### config.mk
export PLATFORM = sky130hd
export DESIGN_NAME = conditional_branch_unit_flat
export DESIGN_NICKNAME = d
export VERILOG_FILES = /design/src/rtl/conditional_branch_unit_if.sv /design/src/rtl/conditional_branch_unit.sv /design/src/flat_wrapper.sv
export SDC_FILE = /design/constraint.sdc
export NUM_CORES = 1
export LEC_CHECK = 0
export ABC_AREA = 1
export BUFFER_PORTS_ARGS = -buffer_cell sky130_fd_sc_hd__clkbuf_2
export CORE_MARGIN = 3
export CORE_UTILIZATION = 37
export CTS_CLUSTER_SIZE = 25
export DETAILED_ROUTE_END_ITERATION = 6
export HOLD_SLACK_MARGIN = 0.05
export PLACE_DENSITY = 0.8
export SYNTH_ARGS = -nofsm -noshare
export SYNTH_HDL_FRONTEND = slang
export SYNTH_SLANG_ARGS = --single-unit
export TNS_END_PERCENT = 30
### constraint.sdc
create_clock -name clk -period 1.3 [get_ports clk]
set_clock_uncertainty 0.05 [all_clocks]
set_input_delay 0.26 -clock clk [delete_from_list [all_inputs] [get_ports clk]]
set_output_delay 0.26 -clock clk [all_outputs]
set_load 0.03 [all_outputs]
### src/rtl/conditional_branch_unit_if.sv
// Bus bundle for conditional_branch_unit: decision inputs from the
// decoder/ALU side and the PC/status outputs toward instruction fetch.
// master = the datapath driving the unit, slave = the unit itself.
interface conditional_branch_unit_if #(
   parameter int unsigned PC_W = 8
);
   logic            en;
   logic            br_valid;
   logic [2:0]      condition;
   logic [7:0]      value;
   logic [PC_W-1:0] target;
   logic            halt_req;
   logic            resume;
   logic [PC_W-1:0] pc;
   logic            taken;
   logic            halted;
   logic [15:0]     taken_cnt;

   modport master (
      output en, br_valid, condition, value, target, halt_req, resume,
      input  pc, taken, halted, taken_cnt
   );

   modport slave (
      input  en, br_valid, condition, value, target, halt_req, resume,
      output pc, taken, halted, taken_cnt
   );
endinterface

### src/rtl/conditional_branch_unit.sv
// conditional_branch_unit: PC sequencer choosing each cycle between a
// conditional jump to bus.target and a sequential PC+STEP step, with a
// RUN/HALTED state machine and a registered branch-taken flag.
// Optional macro CONDITIONAL_BRANCH_STATS_EN builds a saturating 16-bit
// taken-branch counter; without it taken_cnt is tied to zero.
module conditional_branch_unit #(
   parameter int unsigned PC_W = 8,
   parameter int unsigned STEP = 4
) (
   input logic                    clk,
   input logic                    rst,
   conditional_branch_unit_if.slave bus
);

   typedef enum logic {
      ST_RUN    = 1'b0,
      ST_HALTED = 1'b1
   } state_t;

   state_t          state_q;
   logic [PC_W-1:0] pc_q;
   logic            taken_q;
   logic            halted_q;

   logic            cond_true;
   logic            br_hit;
   logic [PC_W-1:0] pc_seq;
   logic            val_neg;
   logic            val_zero;

   // Decode the condition code against the signed operand.
   always_comb begin
      val_neg  = bus.value[7];
      val_zero = (bus.value == '0);
      cond_true = 1'b0;
      case (bus.condition)
         3'b000: cond_true = 1'b0;
         3'b001: cond_true = val_zero;
         3'b010: cond_true = val_neg;
         3'b011: cond_true = val_neg | val_zero;
         3'b100: cond_true = 1'b1;
         3'b101: cond_true = ~val_zero;
         3'b110: cond_true = ~val_neg;
         3'b111: cond_true = ~val_neg & ~val_zero;
         default: cond_true = 1'b0;
      endcase
      br_hit = bus.br_valid & cond_true;
      pc_seq = pc_q + PC_W'(STEP);
   end

   // Sequencer FSM: PC update, taken flag and halt/resume handling.
   always_ff @(posedge clk) begin
      if (rst) begin
         state_q  <= ST_RUN;
         pc_q     <= '0;
         taken_q  <= 1'b0;
         halted_q <= 1'b0;
      end else begin
         case (state_q)
            ST_RUN: begin
               if (bus.en) begin
                  pc_q    <= br_hit ? bus.target : pc_seq;
                  taken_q <= br_hit;
                  // The PC decision of this cycle still commits when halting.
                  if (bus.halt_req) begin
                     state_q  <= ST_HALTED;
                     halted_q <= 1'b1;
                  end
               end else begin
                  taken_q <= 1'b0;
               end
            end
            ST_HALTED: begin
               taken_q <= 1'b0;
               if (bus.resume) begin
                  state_q  <= ST_RUN;
                  halted_q <= 1'b0;
               end
            end
            default: begin
               state_q  <= ST_RUN;
               taken_q  <= 1'b0;
               halted_q <= 1'b0;
            end
         endcase
      end
   end

   assign bus.pc     = pc_q;
   assign bus.taken  = taken_q;
   assign bus.halted = halted_q;

`ifdef CONDITIONAL_BRANCH_STATS_EN
   logic [15:0] cnt_q;
   logic [15:0] cnt_d;
   logic        cnt_inc;

   // Next count: bump on a committed taken branch, stick at all-ones.
   always_comb begin
      cnt_inc = (state_q == ST_RUN) & bus.en & br_hit;
      cnt_d   = cnt_q;
      if (cnt_inc && (cnt_q != '1)) begin
         cnt_d = cnt_q + 16'd1;
      end
   end

   // Counter register, cleared only by reset.
   always_ff @(posedge clk) begin
      if (rst) begin
         cnt_q <= '0;
      end else begin
         cnt_q <= cnt_d;
      end
   end

   assign bus.taken_cnt = cnt_q;
`else
   assign bus.taken_cnt = '0;
`endif

endmodule

### src/flat_wrapper.sv
// flat-port wrapper written by rule: the top's interface ports become plain ports
module conditional_branch_unit_flat 
#(
   parameter int unsigned PC_W = 8,
   parameter int unsigned STEP = 4
)
  (clk, rst, bus_en, bus_br_valid, bus_condition, bus_value, bus_target, bus_halt_req, bus_resume, bus_pc, bus_taken, bus_halted, bus_taken_cnt);
  conditional_branch_unit_if #(.PC_W(PC_W)) bus_i ();
  input logic clk;
  input logic rst;
  input wire logic [$bits(bus_i.en)-1:0] bus_en;
  input wire logic [$bits(bus_i.br_valid)-1:0] bus_br_valid;
  input wire logic [$bits(bus_i.condition)-1:0] bus_condition;
  input wire logic [$bits(bus_i.value)-1:0] bus_value;
  input wire logic [$bits(bus_i.target)-1:0] bus_target;
  input wire logic [$bits(bus_i.halt_req)-1:0] bus_halt_req;
  input wire logic [$bits(bus_i.resume)-1:0] bus_resume;
  output wire logic [$bits(bus_i.pc)-1:0] bus_pc;
  output wire logic [$bits(bus_i.taken)-1:0] bus_taken;
  output wire logic [$bits(bus_i.halted)-1:0] bus_halted;
  output wire logic [$bits(bus_i.taken_cnt)-1:0] bus_taken_cnt;
  assign bus_i.en = bus_en;
  assign bus_i.br_valid = bus_br_valid;
  assign bus_i.condition = bus_condition;
  assign bus_i.value = bus_value;
  assign bus_i.target = bus_target;
  assign bus_i.halt_req = bus_halt_req;
  assign bus_i.resume = bus_resume;
  assign bus_pc = bus_i.pc;
  assign bus_taken = bus_i.taken;
  assign bus_halted = bus_i.halted;
  assign bus_taken_cnt = bus_i.taken_cnt;
  conditional_branch_unit #(.PC_W(PC_W), .STEP(STEP)) u_core (.clk(clk), .rst(rst), .bus(bus_i));
endmodule
==> metrics, run 1 <==
residual antenna-violating net count after detailed routing=0; Clock power frac=roughly a quarter; power share of the combinational group=around a third; antenna violations before repair=0; number of vias per cell=4.376; DRT Pass-1 Iters=4; cells on worst reg2reg path=7; number of failing hold endpoints at the final stage=0; GRT overflow=0; cell area after synthesis=just under 800 um2; leakage=~0.59 nW; worst-case clock buffer depth=2; Max Transition Viols Final=0; placer congestion estimate=0.7450; # diodes=0; internal power=0.5890 mW; fraction of final layout cells with drive strength greater than 1=a little under two fifths; Area growth syn-to-layout=28.14%; Inserted Clock Buffers=3; Die X=52.38 um; post-synth top area share=~28%; final setup violation count=0; drt total wl=1.803 mm; initial core utilization=between 30% and 40%; switching share of total power=roughly 38%; instance count of the mapped netlist=118; setup repair after global routing missed its margin=yes; type of origin of the critical path=flip-flop; sequential area share after synthesis=between 20% and 30%; port bufs=34; termination of the worst setup path=bus_pc[4]; portion of the clock cycle consumed by the worst path in the final layout=95.94%; starting DRC count in detailed routing=11; worst reg2reg endpoint=u_core.bus.pc[6]; area of the core=2002 um2; share of power burned in registers=approximately 41%; cell types occupying the most area after synthesis=dfxtp_1, buf_4, nand2_1; wire length of the first global-routing pass=between 2 and 3 mm; Worst-path clk slew=0.06 ns; power density over the cells=roughly 900 nW/um2; max frequency=about 800 MHz; TritonCTS clock tree=done; status=finished clean; Tot GR Track Use=between 10 and 15%; master cell of the clock root buffer=clkbuf_4; Final Non-Filler Cells=between 150 and 200; Max Cap Violations=0; average wire length per cell after detail routing=9.694 um; synthesized area per cell=a little under 7 um2; maximum vdd drop=0.0006474 V; utilization of the core after routing=50.94%; post-route worst hold slack=approximately 0.17 ns; number of distinct library cells after synthesis=24; placed wire-length estimate=1.440 mm; worst reg2reg startpoint=u_core.bus.pc[3]; number of I/O pins=approximately 50; min-delay worst type=input port to flip-flop; Nets=between 150 and 200; WS Path Type=flip-flop to primary output; post-route DRC violation count=0; total die area=2743 um2; largest area contributor in the netlist=dfxtp_1; critical path fanouts, max=4; vias after detailed routing=814; Cell Count Post-Placement=about 180; die height=52.38 um; fill cell count=between 200 and 250; number of H-tree levels=1; endpoint class of the critical path=primary output; Setup TNS Final=0 ns; clk sink count=11; row count=16; Setup crit start=u_core.bus.pc[4]; maximum number of pins on one net before global-route repair=14; warnings from Yosys=0; synthesis-stage register bit count=11; min cycle time layout=1.247 ns; net switching power figure=0.3547 mW; arrival time at the worst endpoint=around 0.94 ns; register-to-register setup slack=about 0.053 ns; required time at the worst-slack endpoint=0.99 ns; number of global-route vias before repair=about 700; clock latency on the worst-skew pair=~0.27 ns; start point of the worst hold path=bus_target[0]
[worst min path at each step]
stage	end	slack, ns	cells past startpoint
6_report	u_core.bus.pc[0]	0.17	3
5_1_grt	u_core.bus.pc[1]	0.20	3
4_1_cts	u_core.bus.pc[0]	0.17	3
3_5_place_dp	u_core.state_q	0.42	2
3_3_place_gp	u_core.state_q	0.40	2
2_1_floorplan	u_core.bus.pc[0]	0.35	2
[cell families after synthesis]
group,share of synthesized area (%)
buffers and inverters,26.41
adder cells (fa/ha/maj),1.572
flip-flops,27.67
AO/OA/AOI/OAI,7.862
AND/OR/NAND/NOR,31.60
other,0.4712
XOR/XNOR,4.403
[metal layers]
| layer | global-route usage (%) | up-vias | wire length, um |
|---|---|---|---|
| met5 | 0 | - | 0 |
| met4 | 5.957 | 0 | 18 |
| met3 | 4.843 | 4 | 103 |
| met2 | 24.59 | 27 | 998 |
| met1 | 13.62 | 367 | 683 |
| li1 | - | 416 | - |
[cell type report]
type / count / area (um2) / area share, %
well taps: 27 / 33.78 / 3.313
clock buffers: 4 / 26.28 / 2.577
multi-input cells: 85 / 449.2 / 44.05
repair buffers: 39 / 207.7 / 20.37
inverters: 20 / 75.07 / 7.362
flip-flops and latches: 11 / 227.7 / 22.33
[sequential cells by signal, summed over array words and instances (netlist names)]
register / count
u_core.bus.halted: 1
u_core.bus.pc: 8
u_core.state_q: 1
u_core.bus.taken: 1
[placed cells by master, fill, tap and decap left out]
cell / netlist / final
inv_1: 19 / 19
clkinv_1: 1 / 1
nand2_1: 20 / 19
dfxtp_2: 0 / 3
conb_1: 1 / 16
nor3_1: 3 / 3
nor2_4: 1 / 2
nand3_2: 1 / 3
o21ai_2: 1 / 1
o21ai_0: 2 / 1
dfxtp_1: 11 / 7
a21oi_1: 4 / 4
nand4_1: 3 / 3
nor2_1: 13 / 12
o21ai_1: 3 / 4
a21oi_2: 1 / 1
nand3_1: 6 / 5
nand3_4: 1 / 1
clkbuf_4: 0 / 3
nand2_2: 4 / 5
clkbuf_2: 0 / 33
buf_2: 0 / 1
xnor2_1: 1 / 1
clkbuf_1: 0 / 1
buf_4: 16 / 5
xor2_1: 3 / 3
ha_2: 0 / 1
dfxtp_4: 0 / 1
[cell usage after synthesis (all sizes together)]
cell    number
a21oi        5
buf         18
clkinv       1
conb         1
dfxtp       11
ha           1
inv         19
nand2       24
nand3        8
nand4        3
nor2        14
nor3         3
o21ai        6
xnor2        1
xor2         3
[power groups by stage]
| stage | combinational, mW | clock [mW] | sequential [mW] |
|---|---|---|---|
| 2_1_floorplan | 0.220 | 0 | 0.436 |
| 3_3_place_gp | 0.309 | 0 | 0.389 |
| 3_5_place_dp | 0.318 | 0 | 0.391 |
| 4_1_cts | 0.318 | 0.236 | 0.383 |
| 5_1_grt | 0.366 | 0.255 | 0.388 |
| 6_report | 0.332 | 0.226 | 0.385 |
[stage by stage]
stage / setup WS (ns) / cell area [um2] / total power, mW
after floorplan: 0.004724 / 855.8 / 0.6559
after global placement: -0.1031 / 947.2 / 0.6983
after detailed placement: -0.1897 / 947.2 / 0.7082
after CTS: 0.04607 / 973.4 / 0.9370
after global routing: -0.02719 / 1020 / 1.009
final: 0.05272 / 1020 / 0.9437
[repair_timing]
action,4_1_cts,5_1_grt
resized for setup,0,9
buffers inserted,0,2
setup endpoints to repair,0,3
hold buffers,0,0
[critical path, cell delays in order, from the launching register on]
cell and delay (ns):
dfxtp_2 0.34, buf_4 0.13, clkbuf_2 0.20
Power figures use the tool's default switching activity.
==> inputs of run 2 (changes only) <==
MAX_ROUTING_LAYER = met4   (was not set)
==> metrics, run 2 (synthesis gave the netlist of run 1 again) <==
leakage=between 0.5 and 0.6 nW; status=finished clean; # diodes=0; required time at the worst-slack endpoint=0.99 ns; GRT overflow=0; placer congestion estimate=0.7545; cell breakdown of the critical path=buf_4, clkbuf_2; TritonCTS clock tree=done; placed wire-length estimate=about 1.4 mm; number of vias per cell=4.382; min-delay worst type=input port to flip-flop; endpoint class of the critical path=primary output; commonest cells after routing, fill and taps aside=clkbuf_2, inv_1, nand2_1; DRT Pass-1 Iters=4; wire length of the first global-routing pass=about 2.8 mm; cell family contributing the most delay on the critical path=flip-flops; vias after detailed routing=slightly above 800; arrival time at the worst endpoint=roughly 0.94 ns; cell with the biggest individual delay on the critical path=dfxtp_2; number of failing hold endpoints at the final stage=0; average wire length per cell after detail routing=between 9 and 10 um; residual antenna-violating net count after detailed routing=0; met2 Resource Use GR=~25%; post-route worst hold slack=approximately 0.17 ns; row count=16; number of global-route vias before repair=between 700 and 800; number of buffers inserted by hold repair at cts=0; Area growth syn-to-layout=28.14%; start point of the worst hold path=bus_target[0]; final setup violation count=0; Nets=186; Worst-path clk slew=0.06 ns; area of the core=2002 um2; maximum vdd drop=roughly 0.00065 V; crit path buf inv count=2; power density over the cells=around 930 nW/um2; critical path fanouts, max=4; type of origin of the critical path=flip-flop; post-route DRC violation count=0; met3 layer usage reported by global route=about 4.8%; most common cell after layout, fill and taps aside=clkbuf_2; worst reg2reg startpoint=u_core.bus.pc[3]; number of H-tree levels=1; clk sink count=11; worst-case clock buffer depth=2; total die area=2743 um2; maximum number of pins on one net before global-route repair=14; clock latency on the worst-skew pair=about 0.27 ns; max frequency=around 800 MHz; master cell of the clock root buffer=clkbuf_4; Most Crowded Layer GR=met2; delay of the slowest cell on the worst path=approximately 0.34 ns; Die X=around 52 um; WS Path Type=flip-flop to primary output; portion of the clock cycle consumed by the worst path in the final layout=between 90% and 100%; Max Cap Violations=0; Setup TNS Final=0 ns; Setup crit start=u_core.bus.pc[4]; fraction of final layout cells with drive strength greater than 1=a little under two fifths; min cycle time layout=1.248 ns; drt total wl=between 1.5 and 2 mm; Tot GR Track Use=~14%; starting DRC count in detailed routing=11; antenna violations before repair=0; port bufs=34; initial core utilization=about two fifths; max reg flops=8; Max Transition Viols Final=0; global routing met1 resource utilization=13.62%; fill cell count=between 200 and 250; setup repair after global routing missed its margin=yes; number of I/O pins=51; Inserted Clock Buffers=3; die height=~52 um
-- run 2: final timing paths --
check                      to  slack (ns)  cells after the start
max reg2reg  u_core.bus.pc[6]        0.05                      7
min          u_core.bus.pc[0]        0.17                      3
max                 bus_pc[4]        0.05                      2
min reg2reg    u_core.state_q        0.42                      2
-- run 2: final cells by class --
class                           instances  area (um2)  share of cell area, %
Multi-Input combinational cell         85       449.2                  44.05
Sequential cell                        11       227.7                  22.33
Timing Repair Buffer                   39       207.7                  20.37
Inverter                               20       75.07                  7.362
Tap cell                               27       33.78                  3.313
Clock buffer                            4       26.28                  2.577
-- run 2: repair_timing --
| item | 4_1_cts | 5_1_grt |
|---|---|---|
| endpoints found under the hold margin | 0 | 0 |
| gates resized for setup | 0 | 9 |
| buffers inserted | 0 | 2 |
| setup endpoints to repair | 0 | 3 |
-- run 2: stage by stage --
step,setup slack [ns],util (%),power [mW],instance area (um2),cells
3_3_place_gp,-0.1031,47.31,0.6983,947.2,179
5_1_grt,-0.02722,50.94,1.009,1020,186
2_1_floorplan,0.004724,-,0.6559,855.8,133
3_5_place_dp,-0.1897,47.31,0.7082,947.2,179
6_report,0.05242,50.94,0.9438,1020,186
4_1_cts,0.04607,48.63,0.9370,973.4,183
-- run 2: tightest hold or removal path, stage by stage --
cell	delay [ns]
clkbuf_2	0.07
nor3_1	0.04
nor2_1	0.08
-- run 2: power by group --
part / internal, mW / switching [mW] / total [mW]
Combinational: 0.106 / 0.226 / 0.332
Sequential: 0.364 / 0.0214 / 0.385
Clock: 0.119 / 0.108 / 0.227
-- run 2: per-layer routing --
metal | share of wire (%) | wire length [um] | vias up
met5 | 0 | 0 | -
met2 | 55 | 999 | 27
met4 | 1.0 | 18 | 0
met1 | 38 | 683 | 368
li1 | - | - | 416
met3 | 5.7 | 103 | 4
==> inputs of run 3 (changes only) <==
CORE_ASPECT_RATIO = 1.4   (was not set)
==> metrics, run 3 (synthesis gave the netlist of run 1 again) <==
placer congestion estimate=0.7722; initial core utilization=39.85%; antenna violations before repair=0; share of power burned in registers=roughly two fifths; average wire length per cell after detail routing=9.078 um; Total Power=0.9407 mW; number of buffers inserted by hold repair at cts=0; number of vias per cell=between 4 and 5; termination of the worst setup path=bus_pc[4]; placed wire-length estimate=~1.4 mm; Nets=about 190; die height=between 60 and 70 um; min-delay worst type=input port to flip-flop; Die X=~45 um; port bufs=34; leakage=around 0.6 nW; commonest cells after routing, fill and taps aside=clkbuf_2, nand2_1, inv_1; type of origin of the critical path=flip-flop; number of failing hold endpoints at the final stage=0; area of the core=approximately 2000 um2; number of global-route vias before repair=689; starting DRC count in detailed routing=11; final setup violation count=0; master cell of the clock root buffer=clkbuf_4; Inserted Clock Buffers=3; critical path fanouts, max=4; fill cell count=210; setup repair after global routing missed its margin=yes; worst-case clock buffer depth=2; TritonCTS clock tree=done; max frequency=around 810 MHz; Setup TNS Final=0 ns; maximum number of pins on one net before global-route repair=14; worst reg2reg startpoint=u_core.bus.pc[3]; wire length of the first global-routing pass=approximately 2.7 mm; DRT Pass-1 Iters=4; clock latency on the worst-skew pair=between 0.2 and 0.3 ns; internal power=0.5891 mW; power share of the combinational group=34.8%; arrival time at the worst endpoint=between 0.9 and 1 ns; Max Cap Violations=0; worst reg2reg endpoint=u_core.bus.pc[7]; Area growth syn-to-layout=26.41%; status=finished clean; required time at the worst-slack endpoint=about 0.99 ns; number of I/O pins=51; number of H-tree levels=1; vias after detailed routing=777; Cell Count Post-Placement=around 170; WS Path Type=flip-flop to primary output; switching share of total power=around 37%; register-to-register setup slack=~0.10 ns; Tot GR Track Use=12.98%; residual antenna-violating net count after detailed routing=0; Setup crit start=u_core.bus.pc[4]; post-route DRC violation count=0; power density over the cells=slightly above 900 nW/um2; Clock power frac=24.2%; # diodes=0; Final Non-Filler Cells=roughly 180; endpoint class of the critical path=primary output; most common cell after layout, fill and taps aside=clkbuf_2; net switching power figure=between 0.3 and 0.4 mW; GRT overflow=0; fraction of final layout cells with drive strength greater than 1=36.71%; min cycle time layout=~1.2 ns; cells on worst reg2reg path=9; Max Transition Viols Final=0; total die area=roughly 2800 um2; drt total wl=~1.6 mm; clk sink count=11; row count=19; portion of the clock cycle consumed by the worst path in the final layout=95.52%; maximum vdd drop=between 0.0003 and 0.0004 V; max reg flops=8; Worst-path clk slew=0.07 ns
## run 3: cell type report
type,instances,area (um2),share of cell area (%)
inverter,20,75.07,7.463
timing repair buffer,39,207.7,20.65
sequential,11,226.5,22.51
multi-input combinational,84,444.2,44.15
tap,21,26.28,2.612
clock buffer,4,26.28,2.612
## run 3: worst min-delay path by stage
stage	endpoint	cells after the start	startpoint
after floorplan	u_core.bus.pc[0]	2	bus_target[0]
after global placement	u_core.state_q	2	u_core.state_q
after detailed placement	u_core.state_q	2	u_core.state_q
after CTS	u_core.bus.pc[0]	3	bus_target[0]
after global routing	u_core.bus.pc[0]	3	bus_target[0]
final	u_core.bus.pc[0]	3	bus_target[0]
## run 3: per-layer routing
layer / up-vias / track usage (%) / share of wire, %
met1: 328 / 13.85 / 36
met3: 0 / 2.671 / 11
met5: - / - / 0
met2: 39 / 24.09 / 53
li1: 410 / - / -
met4: 0 / 2.510 / 0
## run 3: power by group through the flow
stage / Combinational, mW / Sequential [mW] / Clock, mW
after global routing: 0.366 / 0.390 / 0.254
after CTS: 0.317 / 0.382 / 0.238
after floorplan: 0.220 / 0.436 / 0
after detailed placement: 0.315 / 0.390 / 0
final: 0.327 / 0.386 / 0.228
after global placement: 0.310 / 0.390 / 0
## run 3: timing repair
item                                    4_1_cts  5_1_grt
setup buffers                                 0        1
resized for setup                             0        8
hold endpoints to repair                      0        0
endpoints found under the setup margin        0        3
## run 3: metrics by stage
| stage | setup slack, ns | util (%) | area [um2] | hold WS, ns |
|---|---|---|---|---|
| after global placement | -0.1091 | 47.43 | 947.2 | 0.4027 |
| after CTS | 0.05888 | 48.75 | 973.4 | 0.1694 |
| after global routing | -0.01113 | 50.38 | 1006 | 0.2039 |
| final | 0.05822 | 50.38 | 1006 | 0.1763 |
| after floorplan | 0.004724 | - | 855.8 | 0.3521 |
| after detailed placement | -0.1569 | 47.43 | 947.2 | 0.4196 |
## run 3: worst max-delay path, stage by stage, from the launching register on
cell and delay, ns:
dfxtp_2 0.35, buf_4 0.13, clkbuf_2 0.20
